===== config.mk =====
export PLATFORM = sky130hd
export DESIGN_NAME = cdb_arbiter
export DESIGN_NICKNAME = d
export VERILOG_FILES = /design/src/rtl/cdb_arbiter.sv
export SDC_FILE = /design/constraint.sdc
export NUM_CORES = 1
export LEC_CHECK = 0
export CAP_MARGIN = 20
export CORE_AREA = 2 2 264 201
export DETAILED_ROUTE_END_ITERATION = 6
export DIE_AREA = 0 0 266 203
export DONT_BUFFER_PORTS = 1
export PLACE_DENSITY_LB_ADDON = 0.05
export SETUP_SLACK_MARGIN = 0.15
export SYNTH_ARGS = -nofsm -noshare
export SYNTH_HDL_FRONTEND = slang
export SYNTH_SLANG_ARGS = --single-unit

===== constraint.sdc =====
create_clock -name clk -period 3.7 [get_ports clk]
set_input_delay 0.185 -clock clk [delete_from_list [all_inputs] [get_ports clk]]
set_output_delay 0.185 -clock clk [all_outputs]
set_load 0.02 [all_outputs]

===== src/rtl/cdb_arbiter.sv =====
// Common data bus arbiter: one-entry holding buffer per result producer, and a
// round-robin scheduler that grants up to CDB_PORTS buffered results per cycle onto registered slots.
module cdb_arbiter #(
    parameter int NUM_REQ   = 4,
    parameter int CDB_PORTS = 3,
    parameter int REG_SIZE  = 32,
    parameter int NUM_TAGS  = 64,
    parameter int ROB_SIZE  = 64,
    localparam int NUM_TAGS_LOG2 = $clog2(NUM_TAGS),
    localparam int ROB_SIZE_LOG2 = $clog2(ROB_SIZE)
) (
    input  logic                     clk,
    input  logic                     rst,
    input  logic                     flush,
    input  logic                     req_valid     [NUM_REQ],
    input  logic [NUM_TAGS_LOG2-1:0] req_tag       [NUM_REQ],
    input  logic [REG_SIZE-1:0]      req_data      [NUM_REQ],
    input  logic [ROB_SIZE_LOG2-1:0] req_rob_index [NUM_REQ],
    output logic                     req_ready     [NUM_REQ],
    output logic                     cdb_valid     [CDB_PORTS],
    output logic [NUM_TAGS_LOG2-1:0] cdb_tags      [CDB_PORTS],
    output logic [REG_SIZE-1:0]      cdb_data      [CDB_PORTS],
    output logic [ROB_SIZE_LOG2-1:0] cdb_rob_index [CDB_PORTS]
);

    localparam int PTR_W = (NUM_REQ > 1) ? $clog2(NUM_REQ) : 1;
    localparam int CNT_W = $clog2(CDB_PORTS + 1);

    // Handshake: a producer's result transfers in any cycle where req_valid and
    // req_ready are both high; while req_ready is low the producer holds its result.

    logic [NUM_REQ-1:0]       buf_full_q;
    logic [NUM_TAGS_LOG2-1:0] buf_tag_q  [NUM_REQ];
    logic [REG_SIZE-1:0]      buf_data_q [NUM_REQ];
    logic [ROB_SIZE_LOG2-1:0] buf_rob_q  [NUM_REQ];
    logic [PTR_W-1:0]         rr_ptr_q;
    logic [PTR_W-1:0]         rr_ptr_d;

    logic                     cdb_valid_q [CDB_PORTS];
    logic [NUM_TAGS_LOG2-1:0] cdb_tag_q   [CDB_PORTS];
    logic [REG_SIZE-1:0]      cdb_data_q  [CDB_PORTS];
    logic [ROB_SIZE_LOG2-1:0] cdb_rob_q   [CDB_PORTS];

    logic [NUM_REQ-1:0]   granted;
    logic [NUM_REQ-1:0]   accept;
    logic [CDB_PORTS-1:0] slot_vld;
    logic [PTR_W-1:0]     slot_src [CDB_PORTS];
    logic [PTR_W-1:0]     last_idx;
    logic [CNT_W-1:0]     n_grant;

    function automatic logic [PTR_W-1:0] wrap_idx(input logic [PTR_W-1:0] base, input int off);
        int s;
        s = int'(base) + off;
        if (s >= NUM_REQ) s = s - NUM_REQ;
        return PTR_W'(s);
    endfunction

    // Circular scan from rr_ptr; the k-th full buffer found owns slot k.
    always_comb begin
        granted  = '0;
        slot_vld = '0;
        last_idx = rr_ptr_q;
        n_grant  = '0;
        for (int k = 0; k < CDB_PORTS; k++) slot_src[k] = '0;
        for (int o = 0; o < NUM_REQ; o++) begin
            if (buf_full_q[wrap_idx(rr_ptr_q, o)] && (n_grant < CNT_W'(CDB_PORTS))) begin
                granted[wrap_idx(rr_ptr_q, o)] = 1'b1;
                slot_vld[n_grant]              = 1'b1;
                slot_src[n_grant]              = wrap_idx(rr_ptr_q, o);
                last_idx                       = wrap_idx(rr_ptr_q, o);
                n_grant                        = n_grant + CNT_W'(1);
            end
        end
    end

    always_comb begin
        rr_ptr_d = rr_ptr_q;
        if (|granted) begin
            rr_ptr_d = (last_idx == PTR_W'(NUM_REQ - 1)) ? '0 : last_idx + PTR_W'(1);
        end
    end

    always_comb begin
        for (int i = 0; i < NUM_REQ; i++) begin
            req_ready[i] = rst & ~flush & (~buf_full_q[i] | granted[i]);
            accept[i]    = req_valid[i] & req_ready[i];
        end
    end

    always_ff @(posedge clk or negedge rst) begin
        if (!rst) begin
            rr_ptr_q   <= '0;
            buf_full_q <= '0;
            for (int i = 0; i < NUM_REQ; i++) begin
                buf_tag_q[i]  <= '0;
                buf_data_q[i] <= '0;
                buf_rob_q[i]  <= '0;
            end
            for (int k = 0; k < CDB_PORTS; k++) begin
                cdb_valid_q[k] <= 1'b0;
                cdb_tag_q[k]   <= '0;
                cdb_data_q[k]  <= '0;
                cdb_rob_q[k]   <= '0;
            end
        end else if (flush) begin
            rr_ptr_q   <= '0;
            buf_full_q <= '0;
            for (int k = 0; k < CDB_PORTS; k++) begin
                cdb_valid_q[k] <= 1'b0;
                cdb_tag_q[k]   <= '0;
                cdb_data_q[k]  <= '0;
                cdb_rob_q[k]   <= '0;
            end
        end else begin
            rr_ptr_q <= rr_ptr_d;
            // A new result wins over draining, so a granted buffer can refill in the same cycle.
            for (int i = 0; i < NUM_REQ; i++) begin
                if (accept[i]) begin
                    buf_full_q[i] <= 1'b1;
                    buf_tag_q[i]  <= req_tag[i];
                    buf_data_q[i] <= req_data[i];
                    buf_rob_q[i]  <= req_rob_index[i];
                end else if (granted[i]) begin
                    buf_full_q[i] <= 1'b0;
                end
            end
            for (int k = 0; k < CDB_PORTS; k++) begin
                cdb_valid_q[k] <= slot_vld[k];
                cdb_tag_q[k]   <= slot_vld[k] ? buf_tag_q[slot_src[k]]  : '0;
                cdb_data_q[k]  <= slot_vld[k] ? buf_data_q[slot_src[k]] : '0;
                cdb_rob_q[k]   <= slot_vld[k] ? buf_rob_q[slot_src[k]]  : '0;
            end
        end
    end

    always_comb begin
        for (int k = 0; k < CDB_PORTS; k++) begin
            cdb_valid[k]     = cdb_valid_q[k];
            cdb_tags[k]      = cdb_tag_q[k];
            cdb_data[k]      = cdb_data_q[k];
            cdb_rob_index[k] = cdb_rob_q[k];
        end
    end

endmodule


Word level (Yosys, flattened, before mapping)

Cells that the tools add are included.

Register bits after elaboration: 317
Logic and storage cells: 237
Input port bits: 183

Reduce and logical (&&, ||, !) cells: 23
Multiplexer cells: 110
Eq/ne operators: 1
Bitwise gates (word level): 30
$add $sub $neg: 10
Order comparisons: 34

Operator list:

| operator                                                   | number |
|---|---|
| 2-to-1 mux 32 bit                                          | 9 |
| binary-select mux 32 bit (select 2 bit)                    | 3 |
| 2-to-1 mux 6 bit                                           | 21 |
| 2-to-1 mux 96 bit                                          | 1 |
| binary-select mux 6 bit (select 2 bit)                     | 6 |
| 2-to-1 mux 2 bit                                           | 21 |
| 2-to-1 mux 18 bit                                          | 2 |
| less-than comparator 2 x 3 -> 1 bit, second input constant | 11 |
| >= comparator 3 bit, second input constant                 | 9 |
| 2-to-1 mux 1 bit                                           | 21 |
| 2-to-1 mux 4 bit                                           | 5 |
| bitwise mux 6 bit                                          | 3 |
| inverter 2 -> 3 bit                                        | 6 |
| demux 1 bit (select 2 bit)                                 | 7 |
| >= comparator 2 x 1 -> 1 bit, second input constant        | 7 |
| logical AND 1 bit                                          | 13 |
| demux 2 bit (select 2 bit)                                 | 3 |
| 2-to-1 mux 3 bit                                           | 4 |
| OR 4 bit                                                   | 3 |
| nonzero test 3 bit                                         | 4 |
| bitwise AND 1 bit                                          | 9 |
| less-than comparator 3 x 1 -> 1 bit, second input constant | 3 |
| binary-select mux 1 bit (select 2 bit)                     | 4 |
| AND reduction 2 bit                                        | 4 |
| other kinds (13)                                           | 29 |

Longest topological paths before layout

Gate-level depths: netlist of the first run.

Depth after elaboration: 25
Depth in mapped cells: 18
Gate-level depth less buffers: 12

Least setup slack after synthesis of the first run

OpenSTA, ideal clock, no wires.

Kind: flip-flop to flip-flop
Start: reg rr_ptr_q[0]
End: reg cdb_data_q, in the netlist cdb_data[10]
Data arrival time: 3.501 ns
Cell stages (with the launch flop): 17
Path slack: 0.061 ns
Period minus slack after synthesis: 3.639 ns
Library setup time: 0.138 ns
Required time: 3.562 ns
Cells stage by stage: dfrtp_1 > buf_6 > buf_2 > inv_1 > ha_1 > buf_2 > inv_1 > a21oi_4 > fa_1 > buf_2 > nand2_1 > o2111ai_1 > o21ai_0 > buf_2 > buf_1 > mux2i_1 > o22ai_1

Longest elaborated chain between the ends: 24
Elaborated cells on any way between the ends: 88

Ends and longest elaborated chain:

| item                                                                      | RTL line | text |
|---|---|---|
| start, declared                                                           | 36       | `logic [PTR_W-1:0] rr_ptr_q;` |
| start signal, assigned                                                    | 115      | `rr_ptr_q <= rr_ptr_d;` |
| >= comparator 2 x 3 -> 1 bit or subtractor 2 x 1 -> 2 bit (tied branches) | 54       | `if (s >= NUM_REQ) s = s - NUM_REQ;` |
| 2-to-1 mux 2 bit                                                          | 54       |  |
| binary-select mux 1 bit (select 2 bit)                                    | 66       | `if (buf_full_q[wrap_idx(rr_ptr_q, o)] && (n_grant < CNT_W'(CDB_PORTS))) begin` |
| 2-to-1 mux 1 bit (not written as such)                                    | 66       |  |
| 2-to-1 mux 1 bit                                                          | 66       |  |
| less-than comparator 2 bit                                                | 66       |  |
| logical AND 1 bit                                                         | 66       |  |
| 2-to-1 mux 2 bit                                                          | 66       |  |
| (+7 left out)                                                             | n/a      |  |
| demux 2 bit (select 2 bit)                                                | 69       | `slot_src[n_grant] = wrap_idx(rr_ptr_q, o);` |
| bitwise mux 6 bit                                                         | 69       |  |
| 2-to-1 mux 6 bit                                                          | 66       |  |
| inverter 2 -> 3 bit (not written as such)                                 | 130      | `cdb_data_q[k] <= slot_vld[k] ? buf_data_q[slot_src[k]] : '0;` |
| binary-select mux 32 bit (select 2 bit)                                   | 130      |  |
| 2-to-1 mux 32 bit (not written as such) (2 in a row)                      | 130      |  |
| 2-to-1 mux 32 bit *                                                       | 130      |  |
| 2-to-1 mux 96 bit *                                                       | 105      | `end else if (flush) begin` |
| end signal, assigned by index                                             | 130      |  |
| end, declared                                                             | 41       | `logic [REG_SIZE-1:0] cdb_data_q [CDB_PORTS];` |

Mark *: on every way between the ends. The rest lies on a longest branch, timed or not. The select of a mux whose other input is x is not followed.
A chain may end at the register's enable or synchronous reset.

Worst setup path in the final report of the first run

Start: reg rr_ptr_q[0]
End: reg cdb_rob_q, in the netlist cdb_rob_index[10]

Longest elaborated chain between the ends: 24
Elaborated cells on any way between the ends: 88

Ends and longest elaborated chain:

| item                                                                      | RTL line | text |
|---|---|---|
| >= comparator 2 x 3 -> 1 bit or subtractor 2 x 1 -> 2 bit (tied branches) | 54       |  |
| 2-to-1 mux 2 bit                                                          | 54       |  |
| binary-select mux 1 bit (select 2 bit)                                    | 66       |  |
| 2-to-1 mux 1 bit (not written as such)                                    | 66       |  |
| 2-to-1 mux 1 bit                                                          | 66       |  |
| less-than comparator 2 bit                                                | 66       |  |
| logical AND 1 bit                                                         | 66       |  |
| 2-to-1 mux 2 bit                                                          | 66       |  |
| (+7 left out)                                                             | n/a      |  |
| demux 2 bit (select 2 bit)                                                | 69       |  |
| bitwise mux 6 bit                                                         | 69       |  |
| 2-to-1 mux 6 bit                                                          | 66       |  |
| inverter 2 -> 3 bit (not written as such)                                 | 131      | `cdb_rob_q[k] <= slot_vld[k] ? buf_rob_q[slot_src[k]] : '0;` |
| binary-select mux 6 bit (select 2 bit)                                    | 131      |  |
| 2-to-1 mux 6 bit (not written as such) (2 in a row)                       | 131      |  |
| 2-to-1 mux 6 bit *                                                        | 131      |  |
| 2-to-1 mux 18 bit *                                                       | 105      |  |
| end signal, assigned by index                                             | 131      |  |
| end, declared                                                             | 42       | `logic [ROB_SIZE_LOG2-1:0] cdb_rob_q [CDB_PORTS];` |

Marked as above.

==> out/qor.txt, run 1 <==
Path type of the worst setup path - reg -> reg
Share of cells above drive strength 1 - 0.217
Final core area utilization - 0.382
Main flop type after synthesis - dfrtp_1
Clock sinks - 317
Mapped Area - 0.0153 mm²
Crit-path cells - buf_4 -> mux2_4 -> and2_4 -> a21oi_4 -> fa_2 -> nor4_4 -> mux2i_4 -> buf_12 -> buf_16 -> mux2i_2 -> o22ai_1
Slowest CP cell - fa_2
Die X - 266 µm
Fin. Hold Viols - 317
Tightest Hold Check Type - in -> async
MaxCap Viol Count - 0
EDFF count, synth - 0
CTS Buf Count - 40
WHS - -0.669 ns
RSZ-0062 raised after global routing - yes
Die H - 203 µm
Ports - 322
Reg-to-reg startpoint - rr_ptr_q[0]
Routed wire length - 52.4 mm
Storage element area - 0.00793 mm²
Worst-case reg-to-reg path depth - 11
Violated checks - negative hold slack
FMAX - 0.288 GHz
Initial Util - 0.299
CTS tree - yes
Row count - 72
Unique cell type count in the Yosys netlist - 56
Leak - 8.04 nW
Root Buffer - clkbuf_16
FF-to-FF setup slack - 0.23 ns
Drt initial violations - 598
DIE AREA - 0.0540 mm²
Setup violations, final - 0
Status - complete, but fails checks
Total track usage - 0.189
Vias per cell - 5.07
Synth-to-Final Area Change - 27.6%
Worst clock skew - 0.0106 ns
Number of port buffers - 0
Final Slew Violations - 0
Crit path time final - 3.47 ns
Worst EP arrival - 3.88 ns
Final antenna-violating net count - 0
Hold-fix buffers, CTS - 183
Syn nets - 1,301
Cell Pwr Density - 733 mW/mm²
Crit-path max FO - 13
Post-DR wirelength/cell - 26.2 µm
Core Region - 0.0512 mm²
Max_slew headroom - 0.432
First-pass GRT wire length - 75.9 mm
Crit start category - flop
Worst ir drop on vdd - 0.339 mV
Worst slew pin tran - 0.852 ns
Worst Setup End Kind - flop
Fill count - 4,927
Mapped Avg Cell Area - 13.9 µm²
DRC - 0
Clock Path Buffers - 3
Clk Latency, worst-skew pair - 0.55 ns
H-tree levels - 2
Layout Nets - 1,500
Ant. Diodes - 0
CP max stage delay - 0.54 ns
Post-synthesis async set-or-reset flop share - 1.00
Sequential-to-total area share from yosys stat - 0.518
Vias in the first global route - 10,900
Grt total ovfl - 0
DP Wirelength - 32.1 mm
Setup TNS - 0 ns
CTS clk-pin slew, worst paths - 0.06 ns
GPL Wtd Cong - 0.828
Period utilization - 0.937
Warnings from Yosys - 0
WP data required - 4.12 ns
Initial DRT Pass Iterations - 5
Synthesized netlist cell count - 1,105
Flops & latches, synth - 317
Largest net degree at the start of global routing - 322
Initial antenna violation count - 4
R2r endpoint - cdb_rob_index[10]
Area of the multi-input gates - 0.00687 mm²
Via Count - 10,100
-- critical path, delay by kind of cell (launching register included) --
| kind | cells | cell delay [ns] |
|---|---|---|
| multiplexers | 3 | 0.86 |
| adder cells (fa/ha/maj) | 1 | 0.54 |
| flip-flops | 1 | 0.45 |
| AND/OR/NAND/NOR | 2 | 0.58 |
| AO/OA/AOI/OAI | 2 | 0.32 |
| buffers and inverters | 3 | 0.55 |
-- layer usage --
metal  share of wire  global-route usage  up-vias
met5         0.00099                   0        -
met4           0.017              0.0447        8
met3           0.059              0.0518       70
met2            0.46               0.301      265
met1            0.46               0.256     5222
li1                -                   -     4553
-- registers in the layout (all words and copies together) (netlist names) --
name,count
cdb_rob_index,18
buf_full_q,4
cdb_data,96
buf_data_q,128
buf_rob_q,24
buf_tag_q,24
rr_ptr_q,2
cdb_tags,18
cdb_valid,3
-- metrics by stage --
step | hold WS, ns | instance area (µm²) | setup slack (ns) | total power (W) | cells
global placement | -0.102 | 16200 | 0.0987 | 0.0101 | 1735
detailed placement | -0.103 | 16200 | 0.0270 | 0.0101 | 1735
finish | -0.669 | 19500 | 0.233 | 0.0143 | 1997
floorplan | -0.111 | 15300 | 0.156 | 0.00874 | 1105
global route | -0.692 | 19500 | 0.124 | 0.0151 | 1997
CTS | -0.707 | 19400 | 0.148 | 0.0143 | 1991
-- cells in the final DEF (no fill, tap or decap), drive strengths merged, types with 4 or more instances in the layout --
| cell type | count |
|---|---|
| and3 | 4 |
| dfrtp | 317 |
| o21ai | 6 |
| clkbuf | 65 |
| nor3 | 5 |
| dlygate4sd3 | 183 |
| ha | 12 |
| buf | 55 |
| nand2 | 14 |
| mux2 | 183 |
| o22ai | 134 |
| mux2i | 272 |
| inv | 10 |
| and2 | 4 |
| clkinv | 5 |
| nor2 | 7 |
| a21oi | 10 |
-- worst max-delay path by stage --
stage / from / slack [ns] / end / depth (start not counted)
after detailed placement: rr_ptr_q[0] / 0.03 / cdb_data[56] / 10
after CTS: rr_ptr_q[0] / 0.15 / cdb_data[32] / 13
after global routing: rr_ptr_q[0] / 0.12 / cdb_data[35] / 11
after global placement: rr_ptr_q[0] / 0.1 / cdb_data[55] / 10
after floorplan: rr_ptr_q[0] / 0.16 / cdb_data[10] / 16
final: rr_ptr_q[0] / 0.23 / cdb_rob_index[10] / 11
-- cells in the mapped netlist (all sizes together) (2+ instances only) --
cell type    n  area (µm²)
a31oi        3        18.8
a21oi       10        61.3
mux2i      272        2730
o21bai       2        15.0
and2         4        27.5
nor4         2        18.8
mux2       183        2360
a22oi        3        22.5
o21ai        6        30.0
nor2         7        26.3
nor3         5        25.0
a21o         2        15.0
a222oi       2        20.0
dfrtp      317        7930
and3         4        35.0
a221oi       3        32.5
o22ai      134         838
nor2b        2        12.5
o211ai       2        15.0
o2111ai      2        17.5
nand2b       2        12.5
xnor2        2        17.5
inv          9        36.3
nand3        3        15.0
clkbuf      27         103
nand2       14        52.6
mux4         3        71.3
ha          12         150
buf         57         492
-- cells by family after synthesis --
group,synth area share
DFF,0.518
adders and majority gates,0.0111
xor gates and xnor gates,0.00114
AOI/OAI and AO/OA,0.0748
buffers and inverters,0.0412
muxes,0.337
and+or+nand+nor,0.0170
-- where the power goes --
part	total (W)	switching, W	internal, W
registers	0.00534	0.00106	0.00428
clock network	0.00377	0.00156	0.00221
logic	0.00521	0.00260	0.00261
-- final cells by class --
class | count | area share
Timing Repair Buffer | 241 | 0.135
Multi-Input combinational cell | 695 | 0.351
Sequential cell | 317 | 0.406
Clock inverter | 7 | 0.00231
Tap cell | 666 | 0.0426
Inverter | 9 | 0.00186
Clock buffer | 62 | 0.0611
-- repair_timing --
action                     CTS  global route
hold endpoints to repair   502           317
resized for setup            9             9
buffers inserted             3             3
pin swaps                    2             4
gates cloned                 1             3
setup endpoints to repair   77           108
Power figures use the tool's default switching activity.
==> run 2, diff against run 1 <==
--- a/config.mk
+++ b/config.mk
@@ -5,12 +5,14 @@
 export SDC_FILE = /design/constraint.sdc
 export NUM_CORES = 1
 export LEC_CHECK = 0
-export CAP_MARGIN = 20
+export CAP_MARGIN = 0
 export CORE_AREA = 2 2 264 201
 export DETAILED_ROUTE_END_ITERATION = 6
 export DIE_AREA = 0 0 266 203
 export DONT_BUFFER_PORTS = 1
+export GPL_ROUTABILITY_DRIVEN = 0
 export PLACE_DENSITY_LB_ADDON = 0.05
+export REMOVE_ABC_BUFFERS = 1
 export SETUP_SLACK_MARGIN = 0.15
 export SYNTH_ARGS = -nofsm -noshare
 export SYNTH_HDL_FRONTEND = slang
==> run 2 against run 1 <==
Against the previous run: the run ends with negative hold slack, max-slew violations left; total power rose by 4.8%; critical endpoint is now cdb_tags[10]; via count rose by 1.2%; sequential power barely moved; critical path depth rose by 1; global-route usage rose by 0.21 points; design area rose by 2.1%.
==> out/qor.txt, run 2 (synthesis gave the netlist of run 1 again) <==
Placed Cells - 1,745
Layout Nets - 1,519
WP data required - 4.09 ns
Tightest Hold Check Type - in -> async
Most frequent cells in the layout - 317 x dfrtp_1, 266 x mux2i_1, 182 x dlygate4sd3_1
Leak - 8.25 nW
Die X - 266 µm
Status - complete, but fails checks
Routed wire length - 54.0 mm
Storage element area - 0.00793 mm²
Clk Latency, worst-skew pair - 0.56 ns
Most flops, register - buf_data_q
CTS Buf Count - 38
WHS - -0.659 ns
Worst Path Buf+Inv - 4
Crit path top cell by count - buf_6
Fill count - 4,901
Worst ir drop on vdd - 0.350 mV
First-pass GRT wire length - 76.3 mm
Final Slew Violations - 66
CTS tree - yes
Crit path time final - 3.48 ns
Largest net degree at the start of global routing - 322
Clock sinks - 317
Initial antenna violation count - 5
Ports - 322
Synth-to-Final Area Change - 30.2%
CTS clk-pin slew, worst paths - 0.06 ns
DIE AREA - 0.0540 mm²
Commonest non-fill, non-tap cell in the layout - dfrtp_1
Crit-path max FO - 7
Final antenna-violating net count - 0
Setup violations, final - 0
DP Worst Slack - -0.0322 ns
Post-DR wirelength/cell - 26.7 µm
Share of cells above drive strength 1 - 0.241
Clock Path Buffers - 3
Area of the multi-input gates - 0.00692 mm²
Initial Util - 0.299
Crit-path cells - buf_6 -> mux2_4 -> and2_4 -> a21oi_4 -> fa_1 -> buf_6 -> nor4_4 -> mux2i_4 -> buf_6 -> clkbuf_16 -> mux2i_1 -> o22ai_1
Worst clock skew - 0.0208 ns
Max_slew headroom - -0.0526
FMAX - 0.287 GHz
Cell Pwr Density - 752 mW/mm²
Core Region - 0.0512 mm²
Vias in the first global route - 11,000
Worst EP arrival - 3.87 ns
Crit start category - flop
Die H - 203 µm
FF-to-FF setup slack - 0.22 ns
Vias per cell - 5.07
H-tree levels - 2
DP Wirelength - 31.7 mm
Slowest CP cell - fa_1
Period utilization - 0.941
Worst slew pin tran - 1.58 ns
Via Count - 10,200
Worst Setup End Kind - flop
Non-filler cells, final - 2,021
Final Power - 0.0150 W
DRC - 0
MaxCap Viol Count - 0
PnR worst setup slack - 0.218 ns
Total track usage - 0.192
Path type of the worst setup path - reg -> reg
Drt initial violations - 475
CP max stage delay - 0.51 ns
Fin. Hold Viols - 317
Grt total ovfl - 0
RSZ-0062 raised after global routing - yes
Root Buffer - clkbuf_16
Violated checks - negative hold slack, max-slew violations
Number of port buffers - 0
Flip-flop count of the largest register after layout - 128
Hold-fix buffers, CTS - 182
Row count - 72
Initial DRT Pass Iterations - 5
Delay-heaviest family, CP - multiplexers
## run 2: through the flow
step           TNS (ns)  area [µm²]  hold WS, ns  utilization
2_1_floorplan   -948.18       14700       -0.111            -
3_3_place_gp          0       16300      -0.0969        0.319
3_5_place_dp    -0.0810       16300      -0.0965        0.319
4_1_cts               0       19600       -0.696        0.383
5_1_grt               0       20000       -0.687        0.390
6_report              0       20000       -0.659        0.390
## run 2: per-layer routing
layer  GRT usage  share of wire  up-vias
met5           0        0.00039        -
met4      0.0504          0.021        4
li1            -              -     4611
met3      0.0435          0.054       78
met2       0.303           0.46      288
met1       0.265           0.46     5259
## run 2: final timing paths
| path | start | endpoint | cells after the start |
|---|---|---|---|
| worst max-delay path | rr_ptr_q[0] | cdb_tags[10] | 12 |
| worst min register to register | buf_rob_q[22] | buf_rob_q[22] | 1 |
| min in group clk | req_valid[1] | buf_data_q[53] | 3 |
| worst max register to register | rr_ptr_q[0] | cdb_tags[10] | 12 |
| max in group asynchronous | rst | buf_data_q[113] | 0 |
| worst min-delay path | rst | cdb_data[86] | 0 |
## run 2: timing repair
action | in CTS | in global routing
endpoints found under the setup margin | 96 | 268
gates cloned | 2 | 10
buffers inserted | 6 | 4
resized for setup | 6 | 29
pin swaps | 1 | 12
endpoints found under the hold margin | 502 | 317
## run 2: layout make-up
type / count / share of cell area
clock buffer: 49 / 0.0554
timing repair buffer: 261 / 0.145
inverter: 9 / 0.00182
antenna: 2 / 0.000251
multi-input combinational: 696 / 0.347
clock inverter: 21 / 0.0112
tap: 666 / 0.0418
sequential: 317 / 0.398
## run 2: power by group
| part | internal, W | total [W] | switching [W] |
|---|---|---|---|
| logic | 0.00294 | 0.00568 | 0.00274 |
| registers | 0.00428 | 0.00533 | 0.00105 |
| clock network | 0.00240 | 0.00399 | 0.00159 |
| total | 0.00962 | 0.0150 | 0.00538 |
==> run 3, diff against run 2 <==
--- a/config.mk
+++ b/config.mk
@@ -7,11 +7,12 @@
 export LEC_CHECK = 0
 export CAP_MARGIN = 0
 export CORE_AREA = 2 2 264 201
+export CTS_BUF_LIST = sky130_fd_sc_hd__clkbuf_4
 export DETAILED_ROUTE_END_ITERATION = 6
 export DIE_AREA = 0 0 266 203
 export DONT_BUFFER_PORTS = 1
 export GPL_ROUTABILITY_DRIVEN = 0
-export PLACE_DENSITY_LB_ADDON = 0.05
+export PLACE_DENSITY_LB_ADDON = 0.1
 export REMOVE_ABC_BUFFERS = 1
 export SETUP_SLACK_MARGIN = 0.15
 export SYNTH_ARGS = -nofsm -noshare
==> run 3 against run 2 <==
Against the previous run: the run ends with negative hold slack left; setup slack improved by 0.095 ns; sequential power barely moved; register-to-register slack improved by 0.095 ns; die area did not move; clock power fell by 15%; first-iteration DRC count rose by 13%; global-route usage fell by 0.18 points; non-clock buffer count rose by 138; maximum frequency rose by 2.8%; clock-buffer cell count rose by 81.
==> out/qor.txt, run 3 (synthesis gave the netlist of run 1 again) <==
Worst Setup EP - cdb_data[86]
WP data required - 4.39 ns
H-tree levels - 3
Delay-heaviest family, CP - buffers and inverters
Crit path top cell by count - buf_4
Worst Setup End Kind - flop
RSZ-0062 raised after global routing - no
Via Count - 11,000
Most crowded layer after global routing - met2
Row count - 72
Met3 Use GR - 0.0614
Commonest non-fill, non-tap cell in the layout - dlygate4sd3_1
Flip-flop count of the largest register after layout - 128
Ports - 322
Worst EP arrival - 4.07 ns
Die H - 203 µm
Period utilization - 0.915
Path type of the worst setup path - reg -> reg
Root Buffer - clkbuf_4
Fin. Hold Viols - 317
CTS tree - yes
Vias per cell - 4.91
DP Worst Slack - 0.113 ns
Met1 usage - 0.247
Worst slew pin tran - 0.765 ns
Final Slew Violations - 0
Die X - 266 µm
Clock Path Buffers - 3
Largest net degree at the start of global routing - 322
CP max stage delay - 0.65 ns
Cell Pwr Density - 663 mW/mm²
DRC - 0
Initial DRT Pass Iterations - 5
Worst clock skew - 0.0490 ns
MaxCap Viol Count - 0
Crit-path cells - buf_4 -> mux4_2 -> inv_2 -> fa_2 -> clkbuf_2 -> nand3_1 -> a31oi_1 -> nand2b_4 -> buf_4 -> o22ai_1
Worst Path Buf+Inv - 4
Setup violations, final - 0
Leak - 8.71 nW
DIE AREA - 0.0540 mm²
PnR worst setup slack - 0.314 ns
Status - complete, but fails checks
Violated checks - negative hold slack
FF-to-FF setup slack - 0.31 ns
Worst ir drop on vdd - 0.580 mV
Initial antenna violation count - 4
Share of cells above drive strength 1 - 0.241
Synth-to-Final Area Change - 36.6%
Drt initial violations - 538
Total track usage - 0.190
Layout Nets - 1,706
Number of port buffers - 0
Initial Util - 0.299
First-pass GRT wire length - 76.7 mm
CTS Buf Count - 88
M2 GR Usage - 0.301
Reg-to-reg startpoint - rr_ptr_q[0]
CP Depth - 10
Final Cell Area - 0.0209 mm²
Vias in the first global route - 12,100
Crit-path max FO - 20
WHS - -0.937 ns
Max_slew headroom - 0.490
R2r endpoint - cdb_data[86]
Crit path from - rr_ptr_q[0]
Core Region - 0.0512 mm²
Post-DR wirelength/cell - 22.9 µm
Most flops, register - buf_data_q
Crit path time final - 3.39 ns
Final antenna-violating net count - 0
Tightest Hold Check Type - in -> async
Grt total ovfl - 0
Most frequent cells in the layout - 340 x dlygate4sd3_1, 314 x dfrtp_1, 269 x mux2i_1
Placed instance area - 0.0162 mm²
FMAX - 0.295 GHz
CTS clk-pin slew, worst paths - 0.07 ns
Routed wire length - 51.4 mm
Slowest CP cell - fa_2
Clock sinks - 317
Crit start category - flop
Fill count - 4,877
DP Wirelength - 30.7 mm
Worst-case reg-to-reg path depth - 10
Clk Latency, worst-skew pair - 0.85 ns
## run 3: cell count changes in the layout (fill, tap and decap cells not counted), sizes merged
cell / previous run / this run
clkinv: 11 / 19
buf: 72 / 57
bufinv: 4 / 3
clkbuf: 56 / 132
inv: 9 / 10
a21oi: 11 / 10
clkinvlp: 6 / 1
dlygate4sd3: 182 / 340
diode: 2 / 7
## run 3: power breakdown
part / internal [W] / switching [W] / total (W) / leakage (nW)
registers: 0.00428 / 0.00105 / 0.00533 / 4.02
clock network: 0.00181 / 0.00159 / 0.00340 / 0.685
logic: 0.00264 / 0.00251 / 0.00514 / 4.00
## run 3: how the worst min path moves through the flow
| stage | start | endpoint | slack, ns | cells after the start |
|---|---|---|---|---|
| 4_1_cts | rst | buf_data_q[76] | -1.06 | 0 |
| 3_3_place_gp | rst | cdb_rob_index[12] | -0.10 | 0 |
| 6_report | rst | cdb_rob_index[12] | -0.94 | 0 |
| 5_1_grt | rst | cdb_data[93] | -1.05 | 0 |
| 2_1_floorplan | rst | buf_data_q[0] | -0.11 | 0 |
| 3_5_place_dp | rst | cdb_rob_index[12] | -0.10 | 0 |
## run 3: worst register-to-register path, stage by stage (launching register included)
cell	delay, ns
dfrtp_2	0.45
buf_4	0.16
mux4_2	0.35
inv_2	0.06
fa_2	0.65
clkbuf_2	0.19
nand3_1	0.15
a31oi_1	0.38
nand2b_4	0.27
buf_4	0.37
o22ai_1	0.25
## run 3: timing repair
item                                    4_1_cts  5_1_grt
pin swaps                                     4        6
endpoints found under the hold margin       561      318
buffers inserted                              6        7
resized for setup                            15       10
cloned                                        0        1
endpoints found under the setup margin       63       82
hold buffers                                339        1
## run 3: per-layer routing
metal,up-vias,share of wire
met5,-,0
met4,0,0.022
met3,83,0.069
li1,5026,-
met2,381,0.47
met1,5544,0.44
## run 3: through the flow
step                utilization  TNS (ns)  hold slack (ns)  cells  total power [W]
floorplan                     -   -948.18           -0.111   1021          0.00872
global placement          0.316         0           -0.101   1732           0.0100
detailed placement        0.316         0           -0.102   1732           0.0101
CTS                       0.407         0            -1.06   2231           0.0140
global route              0.409         0            -1.05   2245           0.0148
finish                    0.409         0           -0.937   2247           0.0139
## run 3: layout make-up
cell class | count | area (µm²) | share of cell area
Sequential cell | 317 | 7940 | 0.379
Multi-Input combinational cell | 695 | 6890 | 0.329
Timing Repair Buffer | 399 | 4060 | 0.194
Clock buffer | 130 | 976 | 0.0466
Tap cell | 666 | 833 | 0.0398
Clock inverter | 24 | 185 | 0.00885
Inverter | 9 | 36.3 | 0.00173
Antenna cell | 7 | 17.5 | 0.000837
